### src/rtl/types.sv
// Shared data types for the register-file datapath.
package types;
    typedef logic [31:0] register;
endpackage

### src/rtl/writeback_queue.sv
// In-order writeback FIFO that drains up to two results per cycle onto the register file write ports.
// Optional build macro WBQ_ZERO_DISCARD_EN: entries targeting index 0 are popped but never raise an enable.
module writeback_queue #(
    parameter int DEPTH = 8,
    parameter int IDX_W = 5
) (
    input  logic                    clk,
    input  logic                    rst_n,
    input  logic                    src0_valid,
    output logic                    src0_ready,
    input  logic [IDX_W-1:0]        src0_rd,
    input  types::register          src0_value,
    input  logic                    src1_valid,
    output logic                    src1_ready,
    input  logic [IDX_W-1:0]        src1_rd,
    input  types::register          src1_value,
    input  logic                    stall,
    input  logic                    flush,
    output logic [IDX_W-1:0]        write1,
    output logic                    write1_enable,
    output types::register          write1_value,
    output logic [IDX_W-1:0]        write2,
    output logic                    write2_enable,
    output types::register          write2_value,
    output logic [$clog2(DEPTH):0]  count,
    output logic                    empty
);
    localparam int AW = $clog2(DEPTH);
    localparam int CW = AW + 1;

    typedef struct packed {
        logic [IDX_W-1:0] rd;
        types::register   value;
    } entry_t;

    entry_t        r_mem [DEPTH];
    logic [AW-1:0] r_head;
    logic [AW-1:0] r_tail;
    logic [CW-1:0] r_count;

    logic          w_enq0;
    logic          w_enq1;
    logic [1:0]    w_enq;
    logic [1:0]    w_deq;
    logic          w_hold;
    logic          w_keep0;
    logic          w_keep1;
    entry_t        w_e0;
    entry_t        w_e1;

    // Ready limits look only at the registered count, so there is no valid->ready path.
    assign src0_ready = (r_count <= CW'(DEPTH - 1));
    assign src1_ready = (r_count <= CW'(DEPTH - 2));
    assign count      = r_count;
    assign empty      = (r_count == '0);

    assign w_enq0 = src0_valid && src0_ready && !flush;
    assign w_enq1 = src1_valid && src1_ready && !flush;
    assign w_enq  = {1'b0, w_enq0} + {1'b0, w_enq1};
    assign w_hold = stall || flush;

    assign w_e0 = r_mem[r_head];
    assign w_e1 = r_mem[r_head + AW'(1)];

`ifdef WBQ_ZERO_DISCARD_EN
    assign w_keep0 = (w_e0.rd != '0);
    assign w_keep1 = (w_e1.rd != '0);
`else
    assign w_keep0 = 1'b1;
    assign w_keep1 = 1'b1;
`endif

    // Storage is intentionally left out of reset; only pointers define validity.
    always_ff @(posedge clk) begin
        if (w_enq0) begin
            r_mem[r_tail] <= {src0_rd, src0_value};
        end
        if (w_enq1) begin
            r_mem[w_enq0 ? r_tail + AW'(1) : r_tail] <= {src1_rd, src1_value};
        end
    end

    always_comb begin
        write1        = w_e0.rd;
        write1_value  = w_e0.value;
        write1_enable = 1'b0;
        write2        = w_e1.rd;
        write2_value  = w_e1.value;
        write2_enable = 1'b0;
        w_deq         = 2'd0;
        if (!w_hold) begin
            if (r_count == CW'(1)) begin
                w_deq         = 2'd1;
                write1_enable = w_keep0;
            end else if (r_count >= CW'(2)) begin
                w_deq = 2'd2;
                if (w_keep0 && w_keep1) begin
                    // Same index in the pair: only the younger value is written.
                    if (w_e0.rd == w_e1.rd) begin
                        write1        = w_e1.rd;
                        write1_value  = w_e1.value;
                        write1_enable = 1'b1;
                    end else begin
                        write1_enable = 1'b1;
                        write2_enable = 1'b1;
                    end
                end else if (w_keep0) begin
                    write1_enable = 1'b1;
                end else if (w_keep1) begin
                    write1        = w_e1.rd;
                    write1_value  = w_e1.value;
                    write1_enable = 1'b1;
                end
            end
        end
    end

    always_ff @(posedge clk or negedge rst_n) begin
        if (!rst_n) begin
            r_head  <= '0;
            r_tail  <= '0;
            r_count <= '0;
        end else if (flush) begin
            r_head  <= '0;
            r_tail  <= '0;
            r_count <= '0;
        end else begin
            r_head  <= r_head + AW'(w_deq);
            r_tail  <= r_tail + AW'(w_enq);
            r_count <= r_count + CW'(w_enq) - CW'(w_deq);
        end
    end
endmodule

### config.mk
export PLATFORM = sky130hd
export DESIGN_NAME = writeback_queue
export DESIGN_NICKNAME = d
export VERILOG_FILES = /design/src/rtl/types.sv /design/src/rtl/writeback_queue.sv
export SDC_FILE = /design/constraint.sdc
export NUM_CORES = 1
export LEC_CHECK = 0
export BUFFER_PORTS_ARGS = -buffer_cell sky130_fd_sc_hd__buf_2
export CORE_AREA = 4 4 174 176
export CTS_BUF_LIST = sky130_fd_sc_hd__clkbuf_16
export CTS_CLUSTER_SIZE = 25
export DETAILED_ROUTE_END_ITERATION = 8
export DIE_AREA = 0 0 178 180
export HOLD_SLACK_MARGIN = 0.1
export PLACE_DENSITY = 0.85
export REMOVE_ABC_BUFFERS = 1
export SYNTH_ARGS = -nofsm -noshare
export SYNTH_HDL_FRONTEND = slang
export SYNTH_SLANG_ARGS = --single-unit
### constraint.sdc
create_clock -name clk -period 14.5 [get_ports clk]
set_clock_uncertainty 0.2 [all_clocks]
set_input_delay 0.725 -clock clk [delete_from_list [all_inputs] [get_ports clk]]
set_output_delay 0.725 -clock clk [all_outputs]
set_load 0.03 [all_outputs]
# After elaboration in Yosys (flattened, before gate mapping)
# Memory sizes are Yosys's and may differ from the RTL's.
# Index checks and enable logic that the tools add are counted.
# op_classes
order_cmp	3
bitwise_logic	0
n_eq_ne	2
div_mod_pow	0
shifts	0
muxes	26
multipliers	0
n_reduce_logical	7
addsub	7
# ops
op	n
$mux W32	4
$mux W5	4
$mux W1	11
$mux W3	3
$le A4 B3 Y1 const B	2
$add A3 B1 Y3 const B	2
$add A3 B2 Y3	2
$mux W2	3
$eq A5 B5 Y1	1
$add A4 B2 Y4	1
$eq A4 B1 Y1 const B	1
$ge A4 B2 Y1 const B	1
$logic_and A1 B1 Y1	4
$logic_not A4 Y1	1
$mux W4	1
$sub A4 B2 Y4	1
$add A1 B1 Y2	1
$logic_not A1 Y1	1
$logic_or A1 B1 Y1	1
# word_totals
latchBits	0
memories	1
mem_bits_ro	0
inputBits	80
ramBits	296
word_cells	49
reg_bits	10
# memory_table
name	depth	word_bits	rd	rd_ports_with_merged_regs	write_ports	line	text
r_mem	8	37	2	0	2	writeback_queue.sv:36	entry_t r_mem [DEPTH];

# Depth between registers and ports, before layout
# Gate-level depths: netlist (run 1).
# logic_depth
depth_word	7
ltp_mapped	15

# Worst setup path before layout (run 1)
# No wires, ideal clock.
# synth_timing
path_kind	register to register
from	register r_count[3], in the netlist count[3]
to	memory r_mem[4][0] in the netlist's numbering (enable)
setup_slack_ps	9409
stages_incl_launch_ff	9
arrival_ps	4402
t_required_ps	13811
cell_sequence	dfrtp_1 > inv_1 > ha_1 > nand3_1 > nand2_1 > nand2b_1 > clkinv_1 > nand2_1 > o32ai_1
# synth_lines
element	line	text
start, declared	writeback_queue.sv:39	logic [CW-1:0] r_count;
start signal, assigned	writeback_queue.sv:130	r_count <= r_count + CW'(w_enq) - CW'(w_deq);
end, declared	writeback_queue.sv:36	

# Worst setup path in the final report (run 1)
# layout_timing
from	register r_head[0]
to	output write1_value[11]
# layout_between
elab_chain_len	7
# layout_rtl
element	line	text
start, declared	writeback_queue.sv:37	logic [AW-1:0] r_head;
start signal, assigned	writeback_queue.sv:128	r_head <= r_head + AW'(w_deq);
$add A3 B1 Y3	writeback_queue.sv:63	assign w_e1 = r_mem[r_head + AW'(1)];
$mem_v2 Z8 W37 *	-	
$eq A5 B5 Y1	writeback_queue.sv:99	if (w_e0.rd == w_e1.rd) begin
$mux W32	writeback_queue.sv:99	
$mux W32	writeback_queue.sv:95	end else if (r_count >= CW'(2)) begin
$mux W32	writeback_queue.sv:92	if (r_count == CW'(1)) begin
$mux W32 *	writeback_queue.sv:91	if (!w_hold) begin
end, declared	writeback_queue.sv:21	output types::register write1_value,
# Mark *: on every way between the ends. The rest lies on a longest branch, timed or not.

==> impl_metrics.toml, run 1 <==
[worst_setup_path]
arrival_ns = 5.40
critPathCaptureType = "primary output"
reg2reg_from = "count[3]$_DFF_PN0_"
path_class = "reg -> out"
critical_path.startpoint = "r_head[0]$_DFF_PN0_"
path_max_fanout = 61
cp.required_ns = 13.57
cp-start-kind = "register"

[flow_run]
maxCapViolations = 0

[cts]
clk_pin_slew_ns = 0.06
post_cts.repair.setup_buffers = 0
root_buffer = "clkbuf_16"
cts_max_path_buffers = 3
cts_buffers = 34
cts_max_level = 2
clkLatencyLatePin_ns = 0.50
cts_sinks = 306
cts_tree = "done"

[floorplanning]
die_area_sq_mm = 0.0320
pin_count = 163
start_util_pct = 64.7
core_sq_mm = 0.0286
die_x_microns = 178
die_y_microns = 180
row_count = 62

[timing]
max-slew-margin-rel_pct = 24.6
period_share_pct = 43.6
worst_hold_slack_ns = 0.380
fin_crit_ns = 6.32
maxSlewViolCount = 0
hold_viol_final = 0
max_freq_ghz = 0.158
rsz0062_at_grt = "no"
tns_ns = 0
setup_viol = 0
worst_pin_slew_ns = 1.13

[logic_synthesis]
syn_area_sq_mm = 0.0185
synthCells = 1078
ys_warn_count = 0
synth_cell_type_count = 44
async_flop_share_pct = 3.27
ys_ff_latch = 306
postSynthAreaPerCell_sq_um = 17.2
synthFlopType = "edfxtp_1"
ys_seq_area_share_pct = 49.4
synth_edf_count = 296

[hold_path]
hold_class = "in -> reg"
hp-start = "flush"

[cells_and_area]
layout-drive-gt1-share_pct = 64.2
fin_area_sq_mm = 0.0209
area_growth_pct = 12.9
layout_common_cells = "372 x mux2_2, 296 x edfxtp_1, 162 x buf_2"
nets = 1318
final_core_util_pct = 73.0
final_common_cell = "mux2_2"

[grt]
antenna_found_initial = 9
grt_use_total_pct = 29.1
grt_pass1_vias = 11815
overflow = 0
grt_max_degree = 62
grt_pass1_wl_mm = 70.6

[pwr]
power_density_mw_per_mm2 = 141
ir_worst_vdd_uv = 114
p_leak_uw = 0.00707
power.total_uw = 2940

[drt]
wl_per_cell_microns = 28.3
firstDrtPassIters = 5
met1_length_mm = 17.6
wl_met2_mm = 23.6
drt_first_iter_violations = 1097
drc = 0
dr_total_vias = 11084
wl_met3_mm = 3.95
drtAntennaViolNets = 0
top_layer = "met5"
wl_mm = 46.3
vias_per_cell = 6.78

[placed_design]
place_hpwl_mm = 26.5
io_buffers = 162
gp_congestion = 0.852
post_dp_cell_area_sq_mm = 0.0198

[status]
outcome = "complete, no violations"
## kinds of logic (layout without fill, tap and decap cells)
logic type      Yosys count  after routing  share of synthesized area [%]
compound gates           26             26                           1.03
xor+xnor                 24             24                           1.14
fa+ha+maj                16             16                           1.24
buf+inv                  94            263                           2.30
flops                   306            306                           49.4
mux                     550            550                           43.2
other cells               0              5                              0
simple gates             62             62                           1.70
## synth_stat cells (all sizes together), types with 5 or more instances
| cell type | instances | area, sq um |
|---|---|---|
| nor3 | 6 | 30.0 |
| edfxtp | 296 | 8890 |
| mux4 | 148 | 3360 |
| buf | 35 | 204 |
| xnor2 | 10 | 87.6 |
| nand2b | 5 | 31.3 |
| ha | 12 | 150 |
| xor2 | 14 | 123 |
| mux2 | 402 | 4640 |
| nand2 | 14 | 52.6 |
| nor2b | 8 | 50.1 |
| clkbuf | 42 | 158 |
| nor2 | 14 | 52.6 |
| dfrtp | 10 | 250 |
| inv | 16 | 60.1 |
## layout make-up
cell class                 instances  area, sq um
sequential                       306         9150
multi-input combinational        678         9110
fill                            1749         7730
timing repair buffer             185          986
clock buffer                      35          876
tap                              384          480
clock inverter                    26          218
inverter                          17         63.8
antenna                            5         12.5
## worst max-delay path: stages (launching register included)
cell      delay (ns)
dfrtp_4         0.77
buf_4           0.88
ha_4            0.43
mux4_2          0.59
xnor2_1         0.18
a311oi_1        0.10
or4_1           0.55
or3_2           0.41
buf_4           0.37
mux2_4          0.39
buf_2           0.18
## layer usage
metal / up-vias / track usage (%)
met4: 8 / 8.11
met1: 5709 / 39.1
met2: 539 / 49.2
met5: - / 0
li1: 4731 / -
met3: 97 / 5.38
## power breakdown
part / switching (uW) / internal (uW)
logic: 549 / 448
clock network: 343 / 508
registers: 49.2 / 1040
total: 941 / 2000
## flip-flops by register name, indices dropped and copies added (netlist names)
signal  cells
count       4
r_tail      3
r_head      3
r_mem     296
## stage by stage
| stage | setup WS [ns] | cells |
|---|---|---|
| floorplan | 4.27 | 1001 |
| global placement | 8.75 | 1569 |
| detailed placement | 8.67 | 1569 |
| CTS | 8.12 | 1631 |
| global route | 7.86 | 1635 |
| finish | 8.18 | 1636 |
## repair_timing
action,CTS,global route
resized for setup,0,0
endpoints found under the hold margin,10,0
hold buffers,1,0
## final timing paths
kind / to / slack, ns / depth (start not counted)
hold reg to reg: r_tail[2]$_DFF_PN0_ / 0.51 / 2
setup reg to reg: r_mem[5][17]$_DFFE_PP_ / 9.79 / 13
max in group asynchronous: r_head[0]$_DFF_PN0_ / 13.43 / 2
min in group asynchronous: count[2]$_DFF_PN0_ / 0.44 / 2
hold / removal: r_head[2]$_DFF_PN0_ / 0.38 / 2
setup / recovery: write1_value[11] / 8.18 / 10
No activity file was read; power rests on OpenSTA's default activity.
==> inputs of run 2 (changes only) <==
- ABC_AREA: default -> 1
- CORE_AREA: 4 4 174 176 -> 4 4 192 194
- DIE_AREA: 0 0 178 180 -> 0 0 196 198
- PLACE_DENSITY: 0.85 -> 0.77
- clock period: 14.5 -> 5.3 ns (I/O delays scaled with it)
==> run 2 against run 1 <==
Effect of this change: highest routed layer is now met4; first-iteration DRC count increased by 140%; sequential power rose to 2.8 times the previous value; global-route usage rose by 1.1 points; clock-buffer cell count unchanged; cell count rose by 88%; via count up 67%; critical path depth increased by 3; synthesized cell count rose by 130%; clock power rose to 2.7 times the previous value; worst hold slack got worse by 0.069 ns; utilization is 10 points lower; register-to-register slack got worse by 8.8 ns.
==> impl_metrics.toml, run 2 <==
[pwr]
ir_worst_vdd_uv = 489
p_leak_uw = 0.00951
power_density_mw_per_mm2 = 396

[worst_setup_path]
cp-start-kind = "register"
reg2reg_from = "count[3]$_DFF_PN0_"
regToRegSetupSlack_ns = 1.02
arrival_ns = 4.51
worst_r2r_path_depth = 13
path_class = "reg -> out"
critPathCaptureType = "primary output"
path_max_fanout = 47
cp.required_ns = 4.84
reg2reg_to = "r_mem[0][23]$_DFFE_PP_"

[hold_path]
hold_path_depth = 7
hp-start = "stall"
hold_class = "in -> reg"
holdPathEnd = "r_head[0]$_DFF_PN0_"

[cells_and_area]
fin_area_sq_mm = 0.0220
layout_common_cells = "739 x nand2_1, 447 x o21ai_0, 296 x edfxtp_1"
final_core_util_pct = 62.5
nets = 2689
nFillCells = 2929
regMostFlops = "r_mem"
area_growth_pct = 15.3
finalNonFillerCells = 3074
largest_register_ffs = 296
multi_input_comb_area_sq_mm = 0.00843
final_common_cell = "nand2_1"
regArea_sq_mm = 0.00915
layout-drive-gt1-share_pct = 10.3

[logic_synthesis]
ys_ff_latch = 306
synth_top_area_share_pct = 46.5
yosysTopAreaCell = "edfxtp_1"
synth_cell_type_count = 37
synthCells = 2481
synth_fa_ha_area_share_pct = 1.21
synth_area_leaders = "edfxtp_1 47%, nand2_1 15%, o21ai_0 12%, nand3_1 4.6%, inv_1 3.4%"
synth.most_common_cell = "nand2_1"
synth_edf_count = 296
ys_warn_count = 0
synth-compound-area-share_pct = 18.7
synth_top_family_by_area = "simple AND/OR/NAND/NOR gates"
synthMuxAreaShare_pct = 0
synth-simple-area-share_pct = 22.9
postSynthAreaPerCell_sq_um = 7.70
synth_common_cells = "747 x nand2_1, 451 x o21ai_0, 296 x edfxtp_1"
syn_area_sq_mm = 0.0191
synth_xor_area_share_pct = 0.301
async_flop_share_pct = 3.27
synthFlopType = "edfxtp_1"
ys_seq_area_share_pct = 47.8

[timing]
tns_ns = 0
maxSlewViolCount = 0
fin_crit_ns = 4.97
hold_viol_final = 0
max-slew-margin-rel_pct = 12.4
worst_pin_slew_ns = 1.31
max_freq_ghz = 0.201
setup_viol = 0
rsz0062_at_grt = "no"
period_share_pct = 93.9

[cts]
root_buffer = "clkbuf_16"
cts_max_path_buffers = 3
cts_buffers = 34
cts_tree = "done"
clk_pin_slew_ns = 0.06
cts_sinks = 306
clkLatencyLatePin_ns = 0.52
post_cts_resized = 0
cts_max_level = 2
post_cts.repair.setup_buffers = 0

[grt]
overflow = 0
grt_max_degree = 255
grt_use_total_pct = 30.2
antenna_found_initial = 1
grt_pass1_vias = 17943
grt_pass1_wl_mm = 94.0

[drt]
wl_mm = 61.1
wl_per_cell_microns = 19.9
vias_per_cell = 6.01
drtAntennaViolNets = 0
firstDrtPassIters = 6
drc = 0
drt_first_iter_violations = 2578
dr_total_vias = 18467

[floorplanning]
row_count = 69
die_x_microns = 196
core_sq_mm = 0.0352
die_area_sq_mm = 0.0388
pin_count = 163
die_y_microns = 198
start_util_pct = 54.2

[placed_design]
dp.cells = 2904
place_hpwl_mm = 36.4
gp_congestion = 0.914
io_buffers = 162
post_dp_cell_area_sq_mm = 0.0198

[flow_run]
maxCapViolations = 0

[status]
outcome = "complete, no violations"
[run 2: cells by family (layout without fill, tap and decap cells)]
logic type	count (synthesis)	after routing
AOI/OAI and AO/OA	681	681
xor gates and xnor gates	4	4
adders and majority gates	16	16
buffers and inverters	403	534
DFF	306	306
other	0	1
and+or+nand+nor	1071	1071
[run 2: worst max-delay path by stage]
stage                        start              end  cells past startpoint
6_report       r_head[1]$_DFF_PN0_  write1_value[7]                     13
5_1_grt        r_head[1]$_DFF_PN0_  write1_value[7]                     13
2_1_floorplan  r_head[0]$_DFF_PN0_  write1_value[0]                     11
4_1_cts        r_head[1]$_DFF_PN0_  write1_value[7]                     13
3_5_place_dp   r_head[1]$_DFF_PN0_  write1_value[7]                     13
3_3_place_gp   r_head[1]$_DFF_PN0_  write1_value[8]                     13
[run 2: worst max-delay path: stages (launching register included)]
cell and delay [ns]:
dfrtp_4 0.79, clkinv_2 0.59, buf_4 0.52, nand3_1 0.17
nand2_1 0.08, nand2_1 0.06, nand2_1 0.09, nand2_1 0.07
nand2_1 0.07, nor2_4 0.15, nand3_2 0.75, nand2_1 0.32
nand2_1 0.08, buf_2 0.18
[run 2: stage by stage]
stage | hold slack, ns | worst slack, ns | total power, uW
2_1_floorplan | -0.231 | -7.16 | 5250
4_1_cts | 0.300 | 0.398 | 8690
3_3_place_gp | -0.0321 | 1.12 | 6250
3_5_place_dp | -0.0296 | 0.937 | 6340
6_report | 0.311 | 0.325 | 8740
5_1_grt | 0.371 | 0.0738 | 9140
[run 2: final cells by class]
class	count	area share, %
inverters	175	3.01
clock buffers	35	3.98
repair buffers	304	9.87
clock inverters	20	0.744
diodes	1	0.0114
flip-flops and latches	306	41.5
multi-input cells	1772	38.3
well taps	461	2.62
[run 2: power breakdown]
group / switching [uW] / internal, uW / total, uW
Sequential: 129 / 2880 / 3010
Combinational: 2470 / 963 / 3430
Clock: 965 / 1330 / 2300
[run 2: timing repair]
| action | CTS | global route |
|---|---|---|
| endpoints found under the hold margin | 315 | 0 |
| endpoints found under the setup margin | 0 | 0 |
| hold buffers | 114 | 0 |
[run 2: metal layers]
metal	wire [microns]	track usage (%)
met5	0	0
met4	2230	12.3
met3	7130	6.14
met2	28600	50.1
met1	23100	39.2
==> inputs of run 3 (changes only) <==
- ABC_AREA: 1 -> default
- CORE_AREA: 4 4 192 194 -> 4 4 189 191
- DIE_AREA: 0 0 196 198 -> 0 0 193 195
==> run 3 against run 2 <==
Effect of this change: sequential share of layout area decreased by 0.15 points; routed wire length fell by 22%; design area grew 0.36%; sequential power about the same; sequential cell count did not move; die area down 3.0%; utilization grew 2.3 points; first-iteration DRC count is 64% lower; critical path type unchanged; largest cell class unchanged.
==> impl_metrics.toml, run 3 (synthesis gave the netlist of run 1 again) <==
[floorplanning]
pin_count = 163
die_x_microns = 193
die_area_sq_mm = 0.0376
start_util_pct = 54.3
row_count = 68
die_y_microns = 195
core_sq_mm = 0.0341

[worst_setup_path]
slowest_stage = "dfrtp_4"
path_common_cell = "buf_4"
critPathCaptureType = "primary output"
arrival_ns = 4.52
slowest_delay_ns = 0.73
path_class = "reg -> out"
cp-start-kind = "register"
path_max_fanout = 29
cp.required_ns = 4.84
cp_cell_sequence = "buf_4 -> mux4_1 -> xor2_1 -> nor3b_1 -> a211oi_1 -> or4_1 -> or3_2 -> buf_4 -> mux2_4 -> buf_2"

[timing]
period_share_pct = 94.0
hold_viol_final = 0
tns_ns = 0
setup_viol = 0
max_freq_ghz = 0.201
worst_hold_slack_ns = 0.147
worst_pin_slew_ns = 1.19
max-slew-margin-rel_pct = 20.5
fin_crit_ns = 4.98
maxSlewViolCount = 0
rsz0062_at_grt = "no"

[cells_and_area]
nets = 1438
final_common_cell = "mux2_2"
regMostFlops = "r_mem"
finalNonFillerCells = 1822
layout-drive-gt1-share_pct = 58.9
nFillCells = 2429
largest_register_ffs = 296
area_growth_pct = 19.5
layout_common_cells = "372 x mux2_2, 296 x edfxtp_1, 162 x buf_2"

[drt]
wl_mm = 47.9
wl_per_cell_microns = 26.3
drtAntennaViolNets = 0
wl_met3_mm = 2.89
drc = 0
top_layer = "met4"
met1_length_mm = 19.2
drt_first_iter_violations = 922
vias_per_cell = 6.28
dr_total_vias = 11434
firstDrtPassIters = 5
wl_met2_mm = 24.6

[grt]
overflow = 0
grt_pass1_vias = 11880
antenna_found_initial = 2
grt_use_total_pct = 25.1
grt_max_degree = 65
grt_pass1_wl_mm = 71.4

[pwr]
p_sw_share_pct = 32.4
power.total_uw = 8030
pwr-share-comb_pct = 35.1
intPower_uw = 5430
pwr-share-clk_pct = 27.8
p_leak_uw = 0.00753
pwr-share-seq_pct = 37.1
power_density_mw_per_mm2 = 363
ir_worst_vdd_uv = 222
power.switching_uw = 2600

[cts]
post_cts.repair.setup_buffers = 0
root_buffer = "clkbuf_16"
cts_max_level = 2
cts_max_path_buffers = 3
cts_tree = "done"
clk_pin_slew_ns = 0.06
clkLatencyLatePin_ns = 0.51
cts_sinks = 306
cts_buffers = 35

[placed_design]
dp.cells = 1646
io_buffers = 162
place_hpwl_mm = 27.6
gp_congestion = 0.845

[status]
outcome = "complete, no violations"

[hold_path]
hold_class = "in -> reg"

[flow_run]
maxCapViolations = 0
[run 3: cell count changes in the layout (fill, tap and decap cells not counted), moves of 38 or more]
cell,delta
nand2_1,-727
a21oi_1,-100
inv_1,-154
nor2_1,-94
mux4_2,+141
mux2_2,+372
o211ai_1,-38
nand3_1,-172
o21ai_1,-49
o21ai_0,-446
[run 3: power groups by stage]
stage          clock, uW  sequential (uW)  combinational, uW
2_1_floorplan          0             3080               2010
6_report            2230             2980               2820
3_5_place_dp           0             3020               2740
3_3_place_gp           0             3010               2720
5_1_grt             2360             2990               3000
4_1_cts             2250             2970               2830
[run 3: final timing paths]
kind                            depth (start not counted)                      to  slack [ns]           startpoint
worst max-delay path                                   10        write1_value[17]        0.32  r_head[0]$_DFF_PN0_
worst min-delay path                                    4     r_head[0]$_DFF_PN0_        0.15                stall
worst max register to register                         12  r_mem[0][17]$_DFFE_PP_        1.02   count[3]$_DFF_PN0_
worst min register to register                          2     r_tail[2]$_DFF_PN0_        0.51  r_tail[2]$_DFF_PN0_
max in group asynchronous                               3     r_head[1]$_DFF_PN0_        3.91                rst_n
min in group asynchronous                               3      count[2]$_DFF_PN0_        0.61                rst_n
[run 3: what timing repair did]
item / CTS / global route
resized for setup: 0 / 0
hold endpoints to repair: 316 / 0
hold buffers: 114 / 0
[run 3: stage by stage]
stage	worst slack, ns	utilization, %	instance area (sq um)
after floorplan	-4.47	-	18100
after global placement	0.938	58.4	19900
after detailed placement	0.873	58.4	19900
after CTS	0.318	64.8	22100
after global routing	0.0899	64.8	22100
final	0.319	64.8	22100
[run 3: critical path, delay by kind of cell, from the launching register on]
kind / cells / cell delay, ns
compound gates: 1 / 0.06
xor+xnor: 1 / 0.20
buf+inv: 3 / 0.83
flops: 1 / 0.73
mux: 2 / 1.03
simple gates: 3 / 1.10
[run 3: routing by layer]
layer / GRT usage, % / up-vias
li1: - / 4993
met1: 33.6 / 5950
met2: 43.3 / 405
met3: 3.36 / 86
met4: 7.42 / 0
met5: 0 / -
[run 3: final cells by class]
| type | instances | area (sq um) | share of cell area, % |
|---|---|---|---|
| flip-flops and latches | 306 | 9150 | 41.4 |
| multi-input cells | 678 | 9100 | 41.2 |
| clock buffers | 36 | 901 | 4.07 |
| inverters | 17 | 63.8 | 0.289 |
| repair buffers | 304 | 2170 | 9.83 |
| diodes | 2 | 5.00 | 0.0226 |
| clock inverters | 24 | 148 | 0.668 |
| well taps | 455 | 569 | 2.57 |
